--- src/rtl/sram_sync_bank.sv ---
// Single-clock synchronous SRAM bank with a valid/ready request port,
// per-byte write enables, a fixed read latency pipeline and a hardware
// init sweep that fills the array with INIT_VALUE after every reset.
module sram_sync_bank #(
    parameter int unsigned           ADDR_WIDTH   = 8,
    parameter int unsigned           DATA_WIDTH   = 16,
    parameter int unsigned           MEM_SIZE     = 256,
    parameter int unsigned           READ_LATENCY = 1,
    parameter logic [DATA_WIDTH-1:0] INIT_VALUE   = '0
) (
    input  logic                    clk,
    input  logic                    rst,
    input  logic                    req_valid,
    output logic                    req_ready,
    input  logic                    req_we,
    input  logic [ADDR_WIDTH-1:0]   req_addr,
    input  logic [DATA_WIDTH/8-1:0] req_be,
    input  logic [DATA_WIDTH-1:0]   req_wdata,
    output logic                    rsp_valid,
    output logic [DATA_WIDTH-1:0]   rsp_rdata,
    output logic                    rsp_err,
    output logic                    init_done
);

    localparam int unsigned NB = DATA_WIDTH / 8;
    localparam int unsigned IW = (MEM_SIZE > 1) ? $clog2(MEM_SIZE) : 1;

    typedef enum logic {
        ST_INIT,
        ST_RUN
    } state_t;

    state_t                  r_state;
    state_t                  w_state_next;
    logic [IW-1:0]           r_cnt;
    logic                    w_sweep_last;

    logic [DATA_WIDTH-1:0]   r_mem [MEM_SIZE];

    logic [IW-1:0]           w_idx;
    logic                    w_in_range;
    logic                    w_accept;
    logic                    w_wr_accept;
    logic                    w_rd_accept;
    logic [DATA_WIDTH-1:0]   w_rd_word;

    logic [READ_LATENCY-1:0] r_vld;
    logic [READ_LATENCY-1:0] r_err;
    logic [DATA_WIDTH-1:0]   r_dat [READ_LATENCY];

    assign w_sweep_last = (32'(r_cnt) == MEM_SIZE - 1);
    assign w_idx        = req_addr[IW-1:0];
    assign w_in_range   = (32'(req_addr) < MEM_SIZE);
    assign w_accept     = req_valid & req_ready;
    assign w_wr_accept  = w_accept & req_we & w_in_range;
    assign w_rd_accept  = w_accept & ~req_we;
    assign w_rd_word    = w_in_range ? r_mem[w_idx] : '0;

    // State register and sweep counter
    always_ff @(posedge clk) begin
        if (rst) begin
            r_state <= ST_INIT;
            r_cnt   <= '0;
        end else begin
            r_state <= w_state_next;
            if (r_state == ST_INIT && !w_sweep_last) begin
                r_cnt <= r_cnt + 1'b1;
            end
        end
    end

    // Next-state and port-status decode
    always_comb begin
        w_state_next = r_state;
        req_ready    = 1'b0;
        init_done    = 1'b0;
        case (r_state)
            ST_INIT: begin
                if (w_sweep_last) begin
                    w_state_next = ST_RUN;
                end
            end
            ST_RUN: begin
                req_ready = 1'b1;
                init_done = 1'b1;
            end
            default: w_state_next = ST_INIT;
        endcase
    end

    // Array write port: init sweep, then byte-masked writes in range only
    always_ff @(posedge clk) begin
        if (!rst) begin
            if (r_state == ST_INIT) begin
                r_mem[r_cnt] <= INIT_VALUE;
            end else if (w_wr_accept) begin
                for (int unsigned b = 0; b < NB; b++) begin
                    if (req_be[b]) begin
                        r_mem[w_idx][8*b +: 8] <= req_wdata[8*b +: 8];
                    end
                end
            end
        end
    end

    // Read pipeline; data stages only load when a valid response moves in,
    // so the output word holds between responses
    always_ff @(posedge clk) begin
        if (rst) begin
            r_vld <= '0;
            r_err <= '0;
            for (int unsigned i = 0; i < READ_LATENCY; i++) begin
                r_dat[i] <= '0;
            end
        end else begin
            r_vld[0] <= w_rd_accept;
            r_err[0] <= w_rd_accept & ~w_in_range;
            if (w_rd_accept) begin
                r_dat[0] <= w_rd_word;
            end
            for (int unsigned i = 1; i < READ_LATENCY; i++) begin
                r_vld[i] <= r_vld[i-1];
                r_err[i] <= r_err[i-1];
                if (r_vld[i-1]) begin
                    r_dat[i] <= r_dat[i-1];
                end
            end
        end
    end

    assign rsp_valid = r_vld[READ_LATENCY-1];
    assign rsp_err   = r_err[READ_LATENCY-1];
    assign rsp_rdata = r_dat[READ_LATENCY-1];

endmodule

--- config.mk ---
export PLATFORM = sky130hd
export DESIGN_NAME = sram_sync_bank
export DESIGN_NICKNAME = d
export VERILOG_FILES = /design/src/rtl/sram_sync_bank.sv
export SDC_FILE = /design/constraint.sdc
export NUM_CORES = 2
export LEC_CHECK = 0
export CAP_MARGIN = 15
export CORE_ASPECT_RATIO = 0.9
export CORE_MARGIN = 2
export CORE_UTILIZATION = 50
export DETAILED_ROUTE_END_ITERATION = 7
export PLACE_DENSITY = 0.68
export SLEW_MARGIN = 20
export SYNTH_ARGS = -nofsm -noshare
export SYNTH_HDL_FRONTEND = slang
export SYNTH_MEMORY_MAX_BITS = 65536
export SYNTH_SLANG_ARGS = --single-unit
export TNS_END_PERCENT = 30
--- constraint.sdc ---
create_clock -name clk -period 15.2 [get_ports clk]
set_input_delay 3.8 -clock clk [delete_from_list [all_inputs] [get_ports clk]]
set_output_delay 3.8 -clock clk [all_outputs]
set_load 0.05 [all_outputs]
== After elaboration in Yosys (flattened, before gate mapping) ==
Memories as Yosys holds them, arrays and structs flattened.
Cells that the tools add are included.

* Add/subtract/negate cells: 1
* Eq/ne operators: 1
* Muxes and demuxes: 26
* Bitwise gates (word level): 5
* Reductions and logical operators: 4

{| class="wikitable"
|+ Operators with widths
! cell !! number
|-
| 2-to-1 mux 16 bit || 2
|-
| OR reduction 16 bit || 2
|-
| 2-to-1 mux 1 bit || 22
|-
| adder 8 x 1 -> 8 bit, second input constant || 1
|-
| equality test 8 bit, second input constant || 1
|-
| 2-to-1 mux 8 bit || 1
|-
| bitwise AND 1 bit || 3
|-
| 2-to-1 mux 2 bit || 1
|-
| inverter 1 bit || 2
|-
| logical AND 1 bit || 1
|-
| logical NOT 1 bit || 1
|}

* Flip-flop bits (word level): 10
* RAM bits: 4,112
* Input bits: 30
* Output and inout port bits: 20
* Word-level logic and storage cells: 42
* Memories kept: 2

{| class="wikitable"
|+ Memories
! name !! depth !! bits a word !! rd ports !! clocked after Yosys merged registers in !! wr ports !! line !! text
|-
| r_mem || 256 || 16 || 1 || 0 || 1 || 38 || <nowiki>logic [DATA_WIDTH-1:0] r_mem [MEM_SIZE];</nowiki>
|-
| r_dat || 1 || 16 || 1 || 0 || 1 || 49 || <nowiki>logic [DATA_WIDTH-1:0] r_dat [READ_LATENCY];</nowiki>
|}

== Logic depth before layout (Yosys ltp) ==
* Depth in word-level cells: 9
* Mapped depth: 12
* Depth with buffers taken out: 7

== Worst setup path after synthesis ==
OpenSTA, ideal clock, no wires.

* Path kind: input-to-reg
* Start: input req_valid
* End: memory r_mem[0][10], data pin
* Library setup time: 0.870 ns
* Arrival time: 8.209 ns
* Required time: 14.330 ns
* Path slack: 6.121 ns
* Cell stages on the path: 6
* Path buffers: 3
* Cells stage by stage: nand2_1 > nor3_1 > clkbuf_1 > clkbuf_1 > clkbuf_1 > and2_1

* Longest elaborated chain between the ends: 8
* Elaborated cells on any way between the ends: 12
* Those cells by class: mux (9); bitwise (2); reduce/logical (1)

{| class="wikitable"
|+ RTL lines
! what !! line !! text
|-
| from (decl) || 13 || <nowiki>input logic req_valid,</nowiki>
|-
| bitwise AND 1 bit * || 54 || <nowiki>assign w_accept = req_valid & req_ready;</nowiki>
|-
| bitwise AND 1 bit * || 55 || <nowiki>assign w_wr_accept = w_accept & req_we & w_in_range;</nowiki>
|-
| 2-to-1 mux 1 bit || 96 || <nowiki>end else if (w_wr_accept) begin</nowiki>
|-
| 2-to-1 mux 1 bit || 94 || <nowiki>if (r_state == ST_INIT) begin</nowiki>
|-
| 2-to-1 mux 1 bit || 93 || <nowiki>if (!rst) begin</nowiki>
|-
| 2-to-1 mux 1 bit (not written as such) || 99 || <nowiki>r_mem[w_idx][8*b +: 8] <= req_wdata[8*b +: 8];</nowiki>
|-
| OR reduction 16 bit (no source line) * || n/a ||
|-
| 2-to-1 mux 16 bit (no source line) * || n/a ||
|-
| to (decl) || 38 ||
|}

Mark *: on every way between the ends. The rest lies on a longest branch, timed or not.

== Worst setup path after layout ==
* Start: input req_addr[2]
* End: memory r_dat[0][14], data pin

* Longest elaborated chain between the ends: 2

{| class="wikitable"
|+ RTL lines
! what !! line !! text
|-
| from (decl) || 16 || <nowiki>input logic [ADDR_WIDTH-1:0] req_addr,</nowiki>
|-
| memory read (256 x 16 bit) || n/a ||
|-
| 2-to-1 mux 16 bit (no source line) || n/a ||
|-
| to (decl) || 49 ||
|}

Every way passes these cells.

==> flow_metrics.tcl <==
set metrics [dict create \
    fp.dieW_um 602 \
    cts-root-buf "clkbuf_16" \
    fin_ws_ns 7.12 \
    synth_top_family_by_area "multiplexers" \
    wl_um 432000 \
    p_per_area_nw_per_um2 128 \
    synth_mux_area_share_pct 14.4 \
    synth-seq-area-share_pct 76.9 \
    endpoint_kind "flip-flop" \
    grt_max_degree 169 \
    met1_usage_pct 36.9 \
    cp.arrival_ns 8.70 \
    dieHeight_um 542 \
    clk_pin_slew_ns 0.06 \
    die-area_um2 326000 \
    setup_viol 0 \
    wl_per_cell_um 33.9 \
    crit_buf_inv 3 \
    io_buffers 48 \
    avgViaCountPerCell 6.52 \
    max_stage_delay_ns 1.02 \
    finalPower_mw 22.8 \
    vdd_drop_max_uv 101 \
    tightest_slew_ns 1.20 \
    crit_start "req_addr[2]" \
    synth_edf_count 4112 \
    synth.net_count 8091 \
    clockBufferDepth 4 \
    slew_headroom_pct 17.9 \
    hold_buffers 0 \
    ff2ff_setup_slack_ns 10.39 \
    synth_compound_gate_area_share_pct 3.27 \
    status "finished, final reports clean" \
    post-place-ws_ns 6.11 \
    fin_skew_ns 0.0517 \
    crit_path_cell_trace "buf_8, buf_4, nand2b_4, buf_12, o22ai_1, a211oi_1, nor3_1, nand4_1, o22ai_1" \
    fillers 23421 \
    synthArstFlopShare_pct 0 \
    placeableCoreArea_um2 320000 \
    finalCritPeriodShare_pct 53.1 \
    maxCapViolCount 0 \
    synth_top_area_share_pct 76.8 \
    synth_fa_ha_area_share_pct 0.00778 \
    drt_iter0_drc 12524 \
    grt_usage_pct 26.2 \
    drive_gt1_share_pct 17.8 \
    gr-usage-met2_pct 40.1 \
    slew_violations 0 \
    synth_simple_gate_area_share_pct 3.49 \
    use_met3_pct 5.90 \
    crit_path_top_delay_cell "a211oi_1" \
    area_growth_pct 10.6 \
    post_cts_resized 0 \
    synth_xor_xnor_area_share_pct 0.0327 \
    r2r-start "r_state" \
    holdPathStages 2 \
    start_util_pct 50.2 \
    synthCells 8060 \
    worstPathMaxFanout 95 \
    synth_top_area_cell "edfxtp_1" \
    p_leak_nw 61.0 \
    route.detailed.drc 0 \
    path_common_cell "o22ai_1" \
    hpwl_um 260000 \
    ys_warn_count 0 \
    synthFlopType "edfxtp_1" \
    cts_tree "yes" \
    top_usage_layer "met2" \
    numCtsBuffers 384 \
    grt_pass1_wl_um 611000 \
    critPathRequiredTime_ns 15.83 \
    syn_avg_cell_area_um2 20.0 \
    ys_ff_latch 4122 \
    netlist_area_um2 161000 \
    post_cts_buffers 0 \
    fp-row-count 197 \
    vias 83077 \
    min_path_type "flip-flop to flip-flop" \
    synth_area_leaders "edfxtp_1 (77%), mux4_2 (10%), mux2i_1 (4.1%), nor2_1 (1.5%), o221ai_1 (0.87%)" \
    layout_min_cycle_time_ns 8.08 \
    hold_violations 0 \
    setup_tns_ns 0 \
    place_congestion 0.911 \
    cts_max_level 5 \
    ios 50 \
    startpoint_type "input port" \
    drt-pass1-iter-count 6 \
    reg2reg_depth 7 \
    cts_sinks 4122 \
    path_delay_family "compound AO/OA/AOI/OAI gates" \
    rr_endpoint "r_mem[138][13]" \
    antenna_found_initial 33 \
    rsz0062_at_grt "no" \
    fmax_ghz 0.124 \
    antenna_left 0 \
    min_to "r_cnt[6]" \
    grt_overflow 0 \
    synthDistinctLibCells 64 \
    fin_nets 8165 \
    insertion_delay_ns 0.94 \
    worst-setup-path-type "input port to flip-flop" \
    worstHoldStart "r_cnt[6]" \
    grt_pass1_vias 80997 \
]
==> state kept, by name, indices dropped and copies added (netlist names) <==
register,flops
r_cnt,8
rsp_valid,1
r_mem,4096
r_state,1
r_dat,16
==> cell families (layout without fill, tap and decap cells) <==
logic type	count (synthesis)	count (layout)
and+or+nand+nor	1253	1253
buffers and inverters	528	912
other	1	15
xor gates and xnor gates	6	6
adders and majority gates	1	1
AOI/OAI and AO/OA	760	760
muxes	1389	1389
DFF	4122	4122
==> worst max path at each step <==
stage	end	slack (ns)	cells after the start
final	r_dat[0][14]	7.12	9
after global routing	r_mem[248][10]	7.02	8
after CTS	r_dat[0][14]	7.10	9
after detailed placement	r_dat[0][14]	6.11	9
after global placement	r_dat[0][14]	6.22	9
after floorplan	r_mem[0][10]	6.12	6
==> routing by layer <==
metal	vias to the layer above	routed length (um)
met2	5493	200000
met4	20	18300
met3	798	48900
met1	43378	165000
met5	-	123
li1	33388	-
==> tightest hold or removal path: stages, from the launching register on <==
cell,delay (ns)
dfxtp_1,0.40
o21ai_0,0.11
a21oi_1,0.07
==> cells in the mapped netlist (3+ instances only) <==
cell type  instances
edfxtp_1        4112
mux4_2           734
nor2_1           658
mux2i_1          653
clkbuf_1         207
nand2_1          169
o221ai_1         160
nor3_1           147
o22ai_1          119
a21oi_1          118
buf_2            118
o21ai_0          100
a211oi_1          95
buf_4             71
a22oi_1           69
buf_6             62
nor4_1            58
nand3_1           57
and2_1            55
buf_1             33
nand4_1           31
a221oi_1          20
a31oi_1           19
nor2b_1           19
buf_8             18
a32oi_1           13
and4_1            13
inv_1             13
o31ai_1           12
dfxtp_1           10
nand2b_1           8
a2111oi_0          7
o21ai_1            7
and3_1             6
or4_1              6
nor3b_1            5
or3_1              5
xor2_1             5
a211o_1            4
buf_12             4
nand3b_1           4
nor4_2             4
o32ai_1            4
o211ai_1           3
o22a_1             3
==> cells in the final DEF, fill, tap and decap left out, types with 21 or more instances in the layout <==
cell             Yosys  final
edfxtp_1          4112   4112
nor3_1             147    146
bufinv_16            0     46
buf_12               4     21
and2_1              55     39
nand2_1            169    151
a21oi_1            118    118
nor2_1             658    653
clkdlybuf4s50_1      0     44
clkinv_2             0     71
o221ai_1           160    160
o22ai_1            119    119
nor4_1              58     58
mux2i_1            653    653
clkinv_1             1     76
buf_4               71    131
clkbuf_1           207     77
clkbuf_16            0    393
a22oi_1             69     69
mux4_2             734    734
a211oi_1            95     94
nand4_1             31     31
nand3_1             57     55
o21ai_0            100     94
==> power by group <==
| group | internal, mW | leakage (nW) | total [mW] | switching [mW] |
|---|---|---|---|---|
| logic | 0.265 | 12.3 | 0.784 | 0.520 |
| clock network | 5.52 | 6.07 | 9.65 | 4.13 |
| registers | 12.3 | 42.6 | 12.3 | 0.00960 |
| total | 18.1 | 61.0 | 22.8 | 4.66 |
==> through the flow <==
step	util (%)	hold WS [ns]	cells	area (um^2)
after floorplan	-	0.505	8060	161000
after global placement	51.6	0.593	12025	165000
after detailed placement	51.7	0.606	12026	165000
after CTS	55.5	0.622	12722	178000
after global routing	55.6	0.631	12726	178000
final	55.6	0.633	12736	178000
==> cell type report <==
type / instances / area [um^2] / share of cell area, %
Clock buffer: 470 / 10100 / 5.69
Timing Repair Buffer: 201 / 1930 / 1.09
Clock inverter: 226 / 2340 / 1.31
Multi-Input combinational cell: 3410 / 34400 / 19.3
Antenna cell: 14 / 35.0 / 0.0197
Inverter: 15 / 63.8 / 0.0359
Sequential cell: 4122 / 124000 / 69.5
Tap cell: 4278 / 5350 / 3.01
(Power assumes the default switching activity.)
